--- config.mk ---
export PLATFORM = sky130hd
export DESIGN_NAME = ddr_req_queue_flat
export DESIGN_NICKNAME = d
export VERILOG_FILES = /design/src/rtl/ddr_req_queue_if.sv /design/src/rtl/ddr_req_queue.sv /design/src/flat_wrapper.sv
export SDC_FILE = /design/constraint.sdc
export NUM_CORES = 2
export LEC_CHECK = 0
export CAP_MARGIN = 20
export CORE_MARGIN = 2
export CORE_UTILIZATION = 40
export CTS_CLUSTER_DIAMETER = 150
export CTS_CLUSTER_SIZE = 10
export DETAILED_ROUTE_END_ITERATION = 10
export SKIP_LAST_GASP = 1
export SLEW_MARGIN = 20
export SYNTH_ARGS = -nofsm -noshare
export SYNTH_HDL_FRONTEND = slang
export SYNTH_SLANG_ARGS = --single-unit
--- constraint.sdc ---
create_clock -name clk -period 24.8 [get_ports clk]
set_input_delay 2.48 -clock clk [delete_from_list [all_inputs] [get_ports clk]]
set_output_delay 2.48 -clock clk [all_outputs]
set_load 0.05 [all_outputs]
--- src/rtl/ddr_req_queue_if.sv ---
// Request/dispatch/return bundle for ddr_req_queue. The queue itself uses the
// slave view; whoever issues requests and serves the app side uses master.
interface ddr_req_queue_if #(
   parameter int ADX_W    = 27,
   parameter int DATA_W   = 128,
   parameter int APP_W    = 64,
   parameter int RD_DEPTH = 8
);
   localparam int CW = $clog2(RD_DEPTH) + 1;

   logic [ADX_W-1:0]  wr_adx_in;
   logic [DATA_W-1:0] wr_data_in;
   logic              write_req;
   logic              write_allowed;
   logic              writes_pending;
   logic [ADX_W-1:0]  rd_adx_in;
   logic              read_req;
   logic              read_allowed;
   logic              reads_pending;
   logic [ADX_W-1:0]  wr_adx_out;
   logic              has_wr_adx;
   logic              get_wr_adx;
   logic [DATA_W-1:0] wr_data_out;
   logic              has_wr_data;
   logic              get_wr_data;
   logic [ADX_W-1:0]  rd_adx_out;
   logic              has_rd_req;
   logic              get_rd_req;
   logic [APP_W-1:0]  app_rd_data;
   logic              app_rd_data_valid;
   logic [DATA_W-1:0] return_data;
   logic [ADX_W-1:0]  return_adx;
   logic              has_return_data;
   logic              get_return_data;
   logic [CW-1:0]     rd_credits;
   logic              rd_protocol_err;

   modport slave (
      input  wr_adx_in, wr_data_in, write_req, rd_adx_in, read_req,
             get_wr_adx, get_wr_data, get_rd_req,
             app_rd_data, app_rd_data_valid, get_return_data,
      output write_allowed, writes_pending, read_allowed, reads_pending,
             wr_adx_out, has_wr_adx, wr_data_out, has_wr_data,
             rd_adx_out, has_rd_req, return_data, return_adx,
             has_return_data, rd_credits, rd_protocol_err
   );

   modport master (
      output wr_adx_in, wr_data_in, write_req, rd_adx_in, read_req,
             get_wr_adx, get_wr_data, get_rd_req,
             app_rd_data, app_rd_data_valid, get_return_data,
      input  write_allowed, writes_pending, read_allowed, reads_pending,
             wr_adx_out, has_wr_adx, wr_data_out, has_wr_data,
             rd_adx_out, has_rd_req, return_data, return_adx,
             has_return_data, rd_credits, rd_protocol_err
   );
endinterface

--- src/rtl/ddr_req_queue.sv ---
// DDR request queue: independent write address/data queues, credit-limited
// read path with read-after-write blocking, beat assembly and return queue.

// Show-ahead FIFO; the caller only pushes when there is room and only pops
// when the queue holds something.
module ddr_req_queue_fifo #(
   parameter int W     = 8,
   parameter int DEPTH = 8
) (
   input  logic                     clk,
   input  logic                     resetn,
   input  logic                     i_push,
   input  logic [W-1:0]             i_data,
   input  logic                     i_pop,
   output logic [W-1:0]             o_data,
   output logic [$clog2(DEPTH):0]   o_count
);
   localparam int AW = $clog2(DEPTH);

   logic [W-1:0]  r_mem [DEPTH];
   logic [AW-1:0] r_rd_ptr;
   logic [AW-1:0] r_wr_ptr;
   logic [AW:0]   r_count;

   // Pointer and occupancy bookkeeping.
   // NOTE: sequential state uses <= so every flop samples pre-edge values.
   always_ff @(posedge clk) begin
      if (!resetn) begin
         r_rd_ptr <= '0;
         r_wr_ptr <= '0;
         r_count  <= '0;
      end else begin
         if (i_push) r_wr_ptr <= r_wr_ptr + 1'b1;
         if (i_pop)  r_rd_ptr <= r_rd_ptr + 1'b1;
         case ({i_push, i_pop})
            2'b10:   r_count <= r_count + 1'b1;
            2'b01:   r_count <= r_count - 1'b1;
            default: ;
         endcase
      end
   end

   // Entry storage.
   // NOTE: storage is not reset; the count alone says which entries are live.
   always_ff @(posedge clk) begin
      if (i_push) r_mem[r_wr_ptr] <= i_data;
   end

   assign o_data  = r_mem[r_rd_ptr];
   assign o_count = r_count;
endmodule

module ddr_req_queue #(
   parameter int ADX_W    = 27,
   parameter int DATA_W   = 128,
   parameter int APP_W    = 64,
   parameter int WR_DEPTH = 8,
   parameter int RD_DEPTH = 8
) (
   input logic          clk,
   input logic          resetn,
   ddr_req_queue_if.slave q
);
   localparam int BEATS = DATA_W / APP_W;
   localparam int BCW   = (BEATS > 1) ? $clog2(BEATS) : 1;
   localparam int WAW   = $clog2(WR_DEPTH);
   localparam int RAW   = $clog2(RD_DEPTH);
   localparam logic [WAW:0] WR_FULL  = (WAW+1)'(WR_DEPTH);
   localparam logic [RAW:0] RD_FULL  = (RAW+1)'(RD_DEPTH);
   localparam logic [BCW-1:0] LAST_BEAT = BCW'(BEATS - 1);

   // Write address queue kept inline: the hazard check must see every entry.
   logic [ADX_W-1:0] r_wa_mem [WR_DEPTH];
   logic [WAW-1:0]   r_wa_rd;
   logic [WAW-1:0]   r_wa_wr;
   logic [WAW:0]     r_wa_cnt;

   logic [WAW:0]     w_wd_cnt;
   logic [RAW:0]     w_rc_cnt;
   logic [RAW:0]     w_fl_cnt;
   logic [RAW:0]     w_rt_cnt;
   logic [ADX_W-1:0] w_rc_head;
   logic [ADX_W-1:0] w_fl_head;
   logic [DATA_W+ADX_W-1:0] w_rt_head;

   logic [RAW:0]     r_credits;
   logic [BCW-1:0]   r_beat;
   logic             r_err;
   logic [BEATS-1:0][APP_W-1:0] r_acc;
   logic [BEATS-1:0][APP_W-1:0] w_ret_word;

   logic w_wr_acc, w_wa_pop, w_wd_pop, w_rd_acc, w_rc_pop, w_ret_pop;
   logic w_beat_ok, w_final, w_hazard;
   logic [WAW-1:0] w_off;

   assign q.write_allowed = (r_wa_cnt < WR_FULL) & (w_wd_cnt < WR_FULL);
   assign q.has_wr_adx    = (r_wa_cnt != '0);
   assign q.has_wr_data   = (w_wd_cnt != '0);
   assign q.writes_pending = q.has_wr_adx | q.has_wr_data;
   assign q.wr_adx_out    = r_wa_mem[r_wa_rd];

   assign w_wr_acc  = q.write_req & q.write_allowed;
   assign w_wa_pop  = q.get_wr_adx & q.has_wr_adx;
   assign w_wd_pop  = q.get_wr_data & q.has_wr_data;
   assign w_rd_acc  = q.read_req & q.read_allowed;
   assign w_rc_pop  = q.get_rd_req & q.has_rd_req;
   assign w_ret_pop = q.get_return_data & q.has_return_data;

   assign q.rd_credits    = r_credits;
   assign q.read_allowed  = (r_credits != '0);
   assign q.reads_pending = (r_credits != RD_FULL);
   assign q.rd_adx_out    = w_rc_head;
   assign q.has_rd_req    = (w_rc_cnt != '0) & ~w_hazard;
   assign q.has_return_data = (w_rt_cnt != '0);
   assign q.return_data   = w_rt_head[DATA_W+ADX_W-1:ADX_W];
   assign q.return_adx    = w_rt_head[ADX_W-1:0];
   assign q.rd_protocol_err = r_err;

   assign w_beat_ok = q.app_rd_data_valid & (w_fl_cnt != '0);
   assign w_final   = w_beat_ok & (r_beat == LAST_BEAT);

   // Write address queue pointers and count.
   always_ff @(posedge clk) begin
      if (!resetn) begin
         r_wa_rd  <= '0;
         r_wa_wr  <= '0;
         r_wa_cnt <= '0;
      end else begin
         if (w_wr_acc) r_wa_wr <= r_wa_wr + 1'b1;
         if (w_wa_pop) r_wa_rd <= r_wa_rd + 1'b1;
         case ({w_wr_acc, w_wa_pop})
            2'b10:   r_wa_cnt <= r_wa_cnt + 1'b1;
            2'b01:   r_wa_cnt <= r_wa_cnt - 1'b1;
            default: ;
         endcase
      end
   end

   // Write address storage.
   always_ff @(posedge clk) begin
      if (w_wr_acc) r_wa_mem[r_wa_wr] <= q.wr_adx_in;
   end

   // Read head blocked while any live or incoming write targets the same address.
   // NOTE: every always_comb output gets a default first so no latch is inferred.
   always_comb begin
      w_off    = '0;
      w_hazard = w_wr_acc & (q.wr_adx_in == w_rc_head);
      for (int i = 0; i < WR_DEPTH; i++) begin
         w_off = WAW'(i) - r_wa_rd;
         if (({1'b0, w_off} < r_wa_cnt) && (r_wa_mem[i] == w_rc_head))
            w_hazard = 1'b1;
      end
   end

   // Credits leave on an accepted read and come back when the consumer pops.
   always_ff @(posedge clk) begin
      if (!resetn) begin
         r_credits <= RD_FULL;
      end else begin
         case ({w_rd_acc, w_ret_pop})
            2'b10:   r_credits <= r_credits - 1'b1;
            2'b01:   r_credits <= r_credits + 1'b1;
            default: ;
         endcase
      end
   end

   // Beat counter and sticky error for beats with nothing in flight.
   always_ff @(posedge clk) begin
      if (!resetn) begin
         r_beat <= '0;
         r_err  <= 1'b0;
      end else begin
         if (q.app_rd_data_valid && (w_fl_cnt == '0)) r_err <= 1'b1;
         if (w_beat_ok) r_beat <= w_final ? '0 : r_beat + 1'b1;
      end
   end

   // Partial-word accumulator; the final beat bypasses it straight to the queue.
   always_ff @(posedge clk) begin
      if (w_beat_ok && !w_final) r_acc[r_beat] <= q.app_rd_data;
   end

   // Completed word: earlier beats from the accumulator, last beat on top.
   always_comb begin
      w_ret_word            = r_acc;
      w_ret_word[BEATS-1]   = q.app_rd_data;
   end

   ddr_req_queue_fifo #(.W(DATA_W), .DEPTH(WR_DEPTH)) u_wr_data (
      .clk(clk), .resetn(resetn), .i_push(w_wr_acc), .i_data(q.wr_data_in),
      .i_pop(w_wd_pop), .o_data(q.wr_data_out), .o_count(w_wd_cnt)
   );

   ddr_req_queue_fifo #(.W(ADX_W), .DEPTH(RD_DEPTH)) u_rd_cmd (
      .clk(clk), .resetn(resetn), .i_push(w_rd_acc), .i_data(q.rd_adx_in),
      .i_pop(w_rc_pop), .o_data(w_rc_head), .o_count(w_rc_cnt)
   );

   ddr_req_queue_fifo #(.W(ADX_W), .DEPTH(RD_DEPTH)) u_in_flight (
      .clk(clk), .resetn(resetn), .i_push(w_rc_pop), .i_data(w_rc_head),
      .i_pop(w_final), .o_data(w_fl_head), .o_count(w_fl_cnt)
   );

   ddr_req_queue_fifo #(.W(DATA_W+ADX_W), .DEPTH(RD_DEPTH)) u_return (
      .clk(clk), .resetn(resetn), .i_push(w_final), .i_data({w_ret_word, w_fl_head}),
      .i_pop(w_ret_pop), .o_data(w_rt_head), .o_count(w_rt_cnt)
   );
endmodule
--- src/flat_wrapper.sv ---
// flat-port wrapper written by rule: the top's interface ports become plain ports
module ddr_req_queue_flat 
#(
   parameter int ADX_W    = 27,
   parameter int DATA_W   = 128,
   parameter int APP_W    = 64,
   parameter int WR_DEPTH = 8,
   parameter int RD_DEPTH = 8
)
  (clk, resetn, q_wr_adx_in, q_wr_data_in, q_write_req, q_rd_adx_in, q_read_req, q_get_wr_adx, q_get_wr_data, q_get_rd_req, q_app_rd_data, q_app_rd_data_valid, q_get_return_data, q_write_allowed, q_writes_pending, q_read_allowed, q_reads_pending, q_wr_adx_out, q_has_wr_adx, q_wr_data_out, q_has_wr_data, q_rd_adx_out, q_has_rd_req, q_return_data, q_return_adx, q_has_return_data, q_rd_credits, q_rd_protocol_err);
  ddr_req_queue_if #(.ADX_W(ADX_W), .DATA_W(DATA_W), .APP_W(APP_W), .RD_DEPTH(RD_DEPTH)) q_i ();
  input logic clk;
  input logic resetn;
  input wire logic [$bits(q_i.wr_adx_in)-1:0] q_wr_adx_in;
  input wire logic [$bits(q_i.wr_data_in)-1:0] q_wr_data_in;
  input wire logic [$bits(q_i.write_req)-1:0] q_write_req;
  input wire logic [$bits(q_i.rd_adx_in)-1:0] q_rd_adx_in;
  input wire logic [$bits(q_i.read_req)-1:0] q_read_req;
  input wire logic [$bits(q_i.get_wr_adx)-1:0] q_get_wr_adx;
  input wire logic [$bits(q_i.get_wr_data)-1:0] q_get_wr_data;
  input wire logic [$bits(q_i.get_rd_req)-1:0] q_get_rd_req;
  input wire logic [$bits(q_i.app_rd_data)-1:0] q_app_rd_data;
  input wire logic [$bits(q_i.app_rd_data_valid)-1:0] q_app_rd_data_valid;
  input wire logic [$bits(q_i.get_return_data)-1:0] q_get_return_data;
  output wire logic [$bits(q_i.write_allowed)-1:0] q_write_allowed;
  output wire logic [$bits(q_i.writes_pending)-1:0] q_writes_pending;
  output wire logic [$bits(q_i.read_allowed)-1:0] q_read_allowed;
  output wire logic [$bits(q_i.reads_pending)-1:0] q_reads_pending;
  output wire logic [$bits(q_i.wr_adx_out)-1:0] q_wr_adx_out;
  output wire logic [$bits(q_i.has_wr_adx)-1:0] q_has_wr_adx;
  output wire logic [$bits(q_i.wr_data_out)-1:0] q_wr_data_out;
  output wire logic [$bits(q_i.has_wr_data)-1:0] q_has_wr_data;
  output wire logic [$bits(q_i.rd_adx_out)-1:0] q_rd_adx_out;
  output wire logic [$bits(q_i.has_rd_req)-1:0] q_has_rd_req;
  output wire logic [$bits(q_i.return_data)-1:0] q_return_data;
  output wire logic [$bits(q_i.return_adx)-1:0] q_return_adx;
  output wire logic [$bits(q_i.has_return_data)-1:0] q_has_return_data;
  output wire logic [$bits(q_i.rd_credits)-1:0] q_rd_credits;
  output wire logic [$bits(q_i.rd_protocol_err)-1:0] q_rd_protocol_err;
  assign q_i.wr_adx_in = q_wr_adx_in;
  assign q_i.wr_data_in = q_wr_data_in;
  assign q_i.write_req = q_write_req;
  assign q_i.rd_adx_in = q_rd_adx_in;
  assign q_i.read_req = q_read_req;
  assign q_i.get_wr_adx = q_get_wr_adx;
  assign q_i.get_wr_data = q_get_wr_data;
  assign q_i.get_rd_req = q_get_rd_req;
  assign q_i.app_rd_data = q_app_rd_data;
  assign q_i.app_rd_data_valid = q_app_rd_data_valid;
  assign q_i.get_return_data = q_get_return_data;
  assign q_write_allowed = q_i.write_allowed;
  assign q_writes_pending = q_i.writes_pending;
  assign q_read_allowed = q_i.read_allowed;
  assign q_reads_pending = q_i.reads_pending;
  assign q_wr_adx_out = q_i.wr_adx_out;
  assign q_has_wr_adx = q_i.has_wr_adx;
  assign q_wr_data_out = q_i.wr_data_out;
  assign q_has_wr_data = q_i.has_wr_data;
  assign q_rd_adx_out = q_i.rd_adx_out;
  assign q_has_rd_req = q_i.has_rd_req;
  assign q_return_data = q_i.return_data;
  assign q_return_adx = q_i.return_adx;
  assign q_has_return_data = q_i.has_return_data;
  assign q_rd_credits = q_i.rd_credits;
  assign q_rd_protocol_err = q_i.rd_protocol_err;
  ddr_req_queue #(.ADX_W(ADX_W), .DATA_W(DATA_W), .APP_W(APP_W), .WR_DEPTH(WR_DEPTH), .RD_DEPTH(RD_DEPTH)) u_core (.clk(clk), .resetn(resetn), .q(q_i));
endmodule
==> reports/metrics.cfg <==
[power_and_ir_drop]
vdd_ir_drop_max_v=0.000112
power_density_nw_per_um2=97.4
p_leak_uw=0.0423

[placement]
placement.io_buffers=604
detailed_place_hpwl_um=162000
gp_congestion=0.829

[worst_setup_path]
timing.reg2reg.worst_path_depth=18
critical_path.startpoint_type=register
worst_ep_arrival_time_ps=6550
crit_path_max_fanout=52
worst-setup-path-type=register to output pin
ff2ff_setup_slack_ps=18620
required_arrival_time_at_the_worst_endpoint_ps=22320
crit_path_end_kind=output pin
worst_r2r_endpoint=u_core.u_in_flight.o_count[3]$_SDFFE_PN0P_

[global_route]
grt_first_pass_wirelength_um=404000
antenna_violations_before_repair=69
grt.total_usage=0.184
vias_in_the_first_global_route=56500
largest_net_degree_at_the_start_of_global_routing=156
grt_overflow_total=0

[synthesis]
ys_dominant_reg_cell=sky130_fd_sc_hd__edfxtp_1
synth-edff-count=2976
netlist_area_um2=118000
post_synth_inst_count=5225
synth.largest_area_cell=sky130_fd_sc_hd__edfxtp_1
yosys.area_share.xor_xnor=0.0189
synth_mux_area_frac=0.172
synth_top_family_by_area=multiplexers
yosysMostFrequentCell=sky130_fd_sc_hd__edfxtp_1
synthesized_area_fraction_occupied_by_ao_oa_aoi_and_oai_cells=0.00721
syn-mean-instance-area_um2=22.5
ys_async_sr_fraction=0
synth_simple_gate_area_share=0.0153
synth_largest_type_area_fraction=0.759
synth_fp_nets=5527
synth_commonest_cells=sky130_fd_sc_hd__edfxtp_1, sky130_fd_sc_hd__mux4_2, sky130_fd_sc_hd__mux2_2
yosys.area_share.adder=0.00538
ys_ff_latch=3047
synth_area_leaders=sky130_fd_sc_hd__edfxtp_1, sky130_fd_sc_hd__mux4_2, sky130_fd_sc_hd__mux2_2
synth.lib_cells_used.distinct=58
yosys_warnings=0
seq_area_frac_synth=0.771

[detailed_routing]
route.antenna.remaining_nets=0
dr.first_iter.drc_count=4425
mean_routed_wirelength_per_cell_um=27.8
drt_pass1_iterations=5
dr_total_vias=54900
drcViolationCount=0
postRouteWirelength_um=280000
viasPerCell=5.44

[hold_path]
worst_hold_depth=2
hold_path.class=register to register
min_from=u_core.u_in_flight.r_rd_ptr[1]$_SDFFE_PN0P_

[sta]
period_utilization=0.364
min_period_ps=9030
max-slew-margin-rel=0.248
grt_setup_unrepaired=false
worst-slew-pin-transition_ps=1110
timing.setup.tns_ps=0
maxSlewViolCount=0
final_hold_viol_count=0
fmax_mhz=111
hold-worst-slack_ps=475
setup_viol=0
skew_ps=77.0

[outcome]
outcome=finished clean

[clocking]
clk_transition_reported_paths_ps=50
clock_tree.buffer_depth=4
clock_latency_of_the_later_clocked_register_in_the_worst_skew_pair_ps=890
post_cts.resized_instances=0
cts.repair_timing.setup_buffer_count=0
cts.sink_count=3047
cts_inserted_buffers=347
cts_root_buffer=sky130_fd_sc_hd__clkbuf_16
htree_levels=5
cts_hold_repair.buffers=0
cts_tree=yes

[job]
drv.max_cap_violation_count=0

[layout]
flow.area_growth_from_synthesis_pct=17.6
share_of_cells_above_drive_strength_1=0.259
nNetsFinal=6345

[die]
dieArea_um2=299000
dieWidth_um=546
start_util=0.401
placement_rows=199
io-pin-count=605
die-height_um=546
design.core.area_um2=293000

## power breakdown
group          total (uW)  leakage [uW]  internal (uW)  switching [uW]
clock                4460       0.00459           2550            1910
combinational        2820        0.0102           1000            1820
sequential           6200        0.0275           6050             151
## metrics by stage
stage	util	instance area (um2)	instances	total power [uW]	worst slack (ps)
after floorplan	-	118000	5225	8120	6420
after global placement	0.439	129000	9611	9120	16360
after detailed placement	0.439	129000	9611	9150	16310
after CTS	0.472	138000	10100	13600	15700
after global routing	0.472	138000	10100	14000	15490
final	0.472	138000	10100	13500	15770
## worst max-delay path, cell delays in order, from the launching register on
cell and delay [ps]:
sky130_fd_sc_hd__dfxtp_4 730, sky130_fd_sc_hd__buf_4 720, sky130_fd_sc_hd__mux2i_1 170, sky130_fd_sc_hd__a22oi_1 300
sky130_fd_sc_hd__and2_1 840, sky130_fd_sc_hd__xnor2_1 290, sky130_fd_sc_hd__nand4_1 170, sky130_fd_sc_hd__nor4_1 60
sky130_fd_sc_hd__a31oi_1 320, sky130_fd_sc_hd__nor4bb_1 990, sky130_fd_sc_hd__clkdlybuf4s50_1 1020
## layer usage
metal / global-route usage / wire [um] / vias up
met3: 0.0552 / 22400 / 496
met4: 0.0589 / 8500 / 68
met5: 0 / 442 / -
met2: 0.286 / 132000 / 1746
li1: - / - / 23300
met1: 0.249 / 117000 / 29300
## state kept, by name, summed over array words and instances (netlist names), named ones only
signal	count
u_core.u_return.r_mem	1240
u_core.u_wr_data.r_mem	1024
u_core.r_wa_mem	216
u_core.u_in_flight.r_mem	216
u_core.u_rd_cmd.r_mem	216
u_core.r_acc	64
u_core.q.rd_credits	4
u_core.r_wa_cnt	4
u_core.u_in_flight.o_count	4
u_core.u_rd_cmd.o_count	4
u_core.u_return.o_count	4
u_core.u_wr_data.o_count	4
u_core.r_wa_rd	3
u_core.r_wa_wr	3
u_core.u_in_flight.r_rd_ptr	3
u_core.u_in_flight.r_wr_ptr	3
u_core.u_rd_cmd.r_rd_ptr	3
u_core.u_rd_cmd.r_wr_ptr	3
u_core.u_return.r_rd_ptr	3
u_core.u_return.r_wr_ptr	3
u_core.u_wr_data.r_rd_ptr	3
u_core.u_wr_data.r_wr_ptr	3
u_core.q.rd_protocol_err	1
u_core.r_beat	1
## how the worst max path moves through the flow
stage	start	end	slack [ps]	depth (start not counted)
after detailed placement	q_write_req	q_has_rd_req	16310	7
after global routing	register	q_has_rd_req	15490	12
after CTS	register	q_has_rd_req	15700	12
final	register	q_has_rd_req	15770	10
after global placement	q_wr_adx_in[1]	q_has_rd_req	16360	7
after floorplan	q_app_rd_data_valid	u_core.u_return.r_mem[0][0]$_DFFE_PP_	6420	2
## kinds of logic after synthesis
logic type                 after synthesis
DFF                                   3047
muxes                                 1121
and+or+nand+nor                        335
buffers and inverters                  287
xor gates and xnor gates               254
AOI/OAI and AO/OA                      134
adders and majority gates               47
## final cells by class
cell class	instances	area (um2)
fill	24200	155000
sequential	3047	90800
multi-input combinational	1891	26000
clock buffer	427	9030
timing repair buffer	704	7000
tap	3919	4900
clock inverter	22	447
inverter	52	195
antenna	22	55.1
## placed cells by master, fill, tap and decap left out, drive strengths merged, types with 12 or more instances in the layout
master | netlist | layout
dfxtp | 71 | 71
clkinv | 1 | 12
nand2 | 52 | 52
inv | 51 | 61
nand2b | 17 | 17
clkdlybuf4s50 | 0 | 604
ha | 41 | 41
mux2i | 73 | 73
a21oi | 41 | 41
o22ai | 15 | 15
nor2 | 90 | 90
o21ai | 21 | 21
clkbuf | 128 | 427
nand3 | 12 | 12
mux4 | 683 | 683
nand4 | 40 | 40
mux2 | 365 | 365
edfxtp | 2976 | 2976
a22oi | 19 | 19
nor4 | 31 | 31
buf | 107 | 100
nor3 | 25 | 25
diode | 0 | 22
xnor2 | 110 | 110
or2 | 12 | 12
xor2 | 144 | 144
No activity file was read; power rests on OpenSTA's default activity.
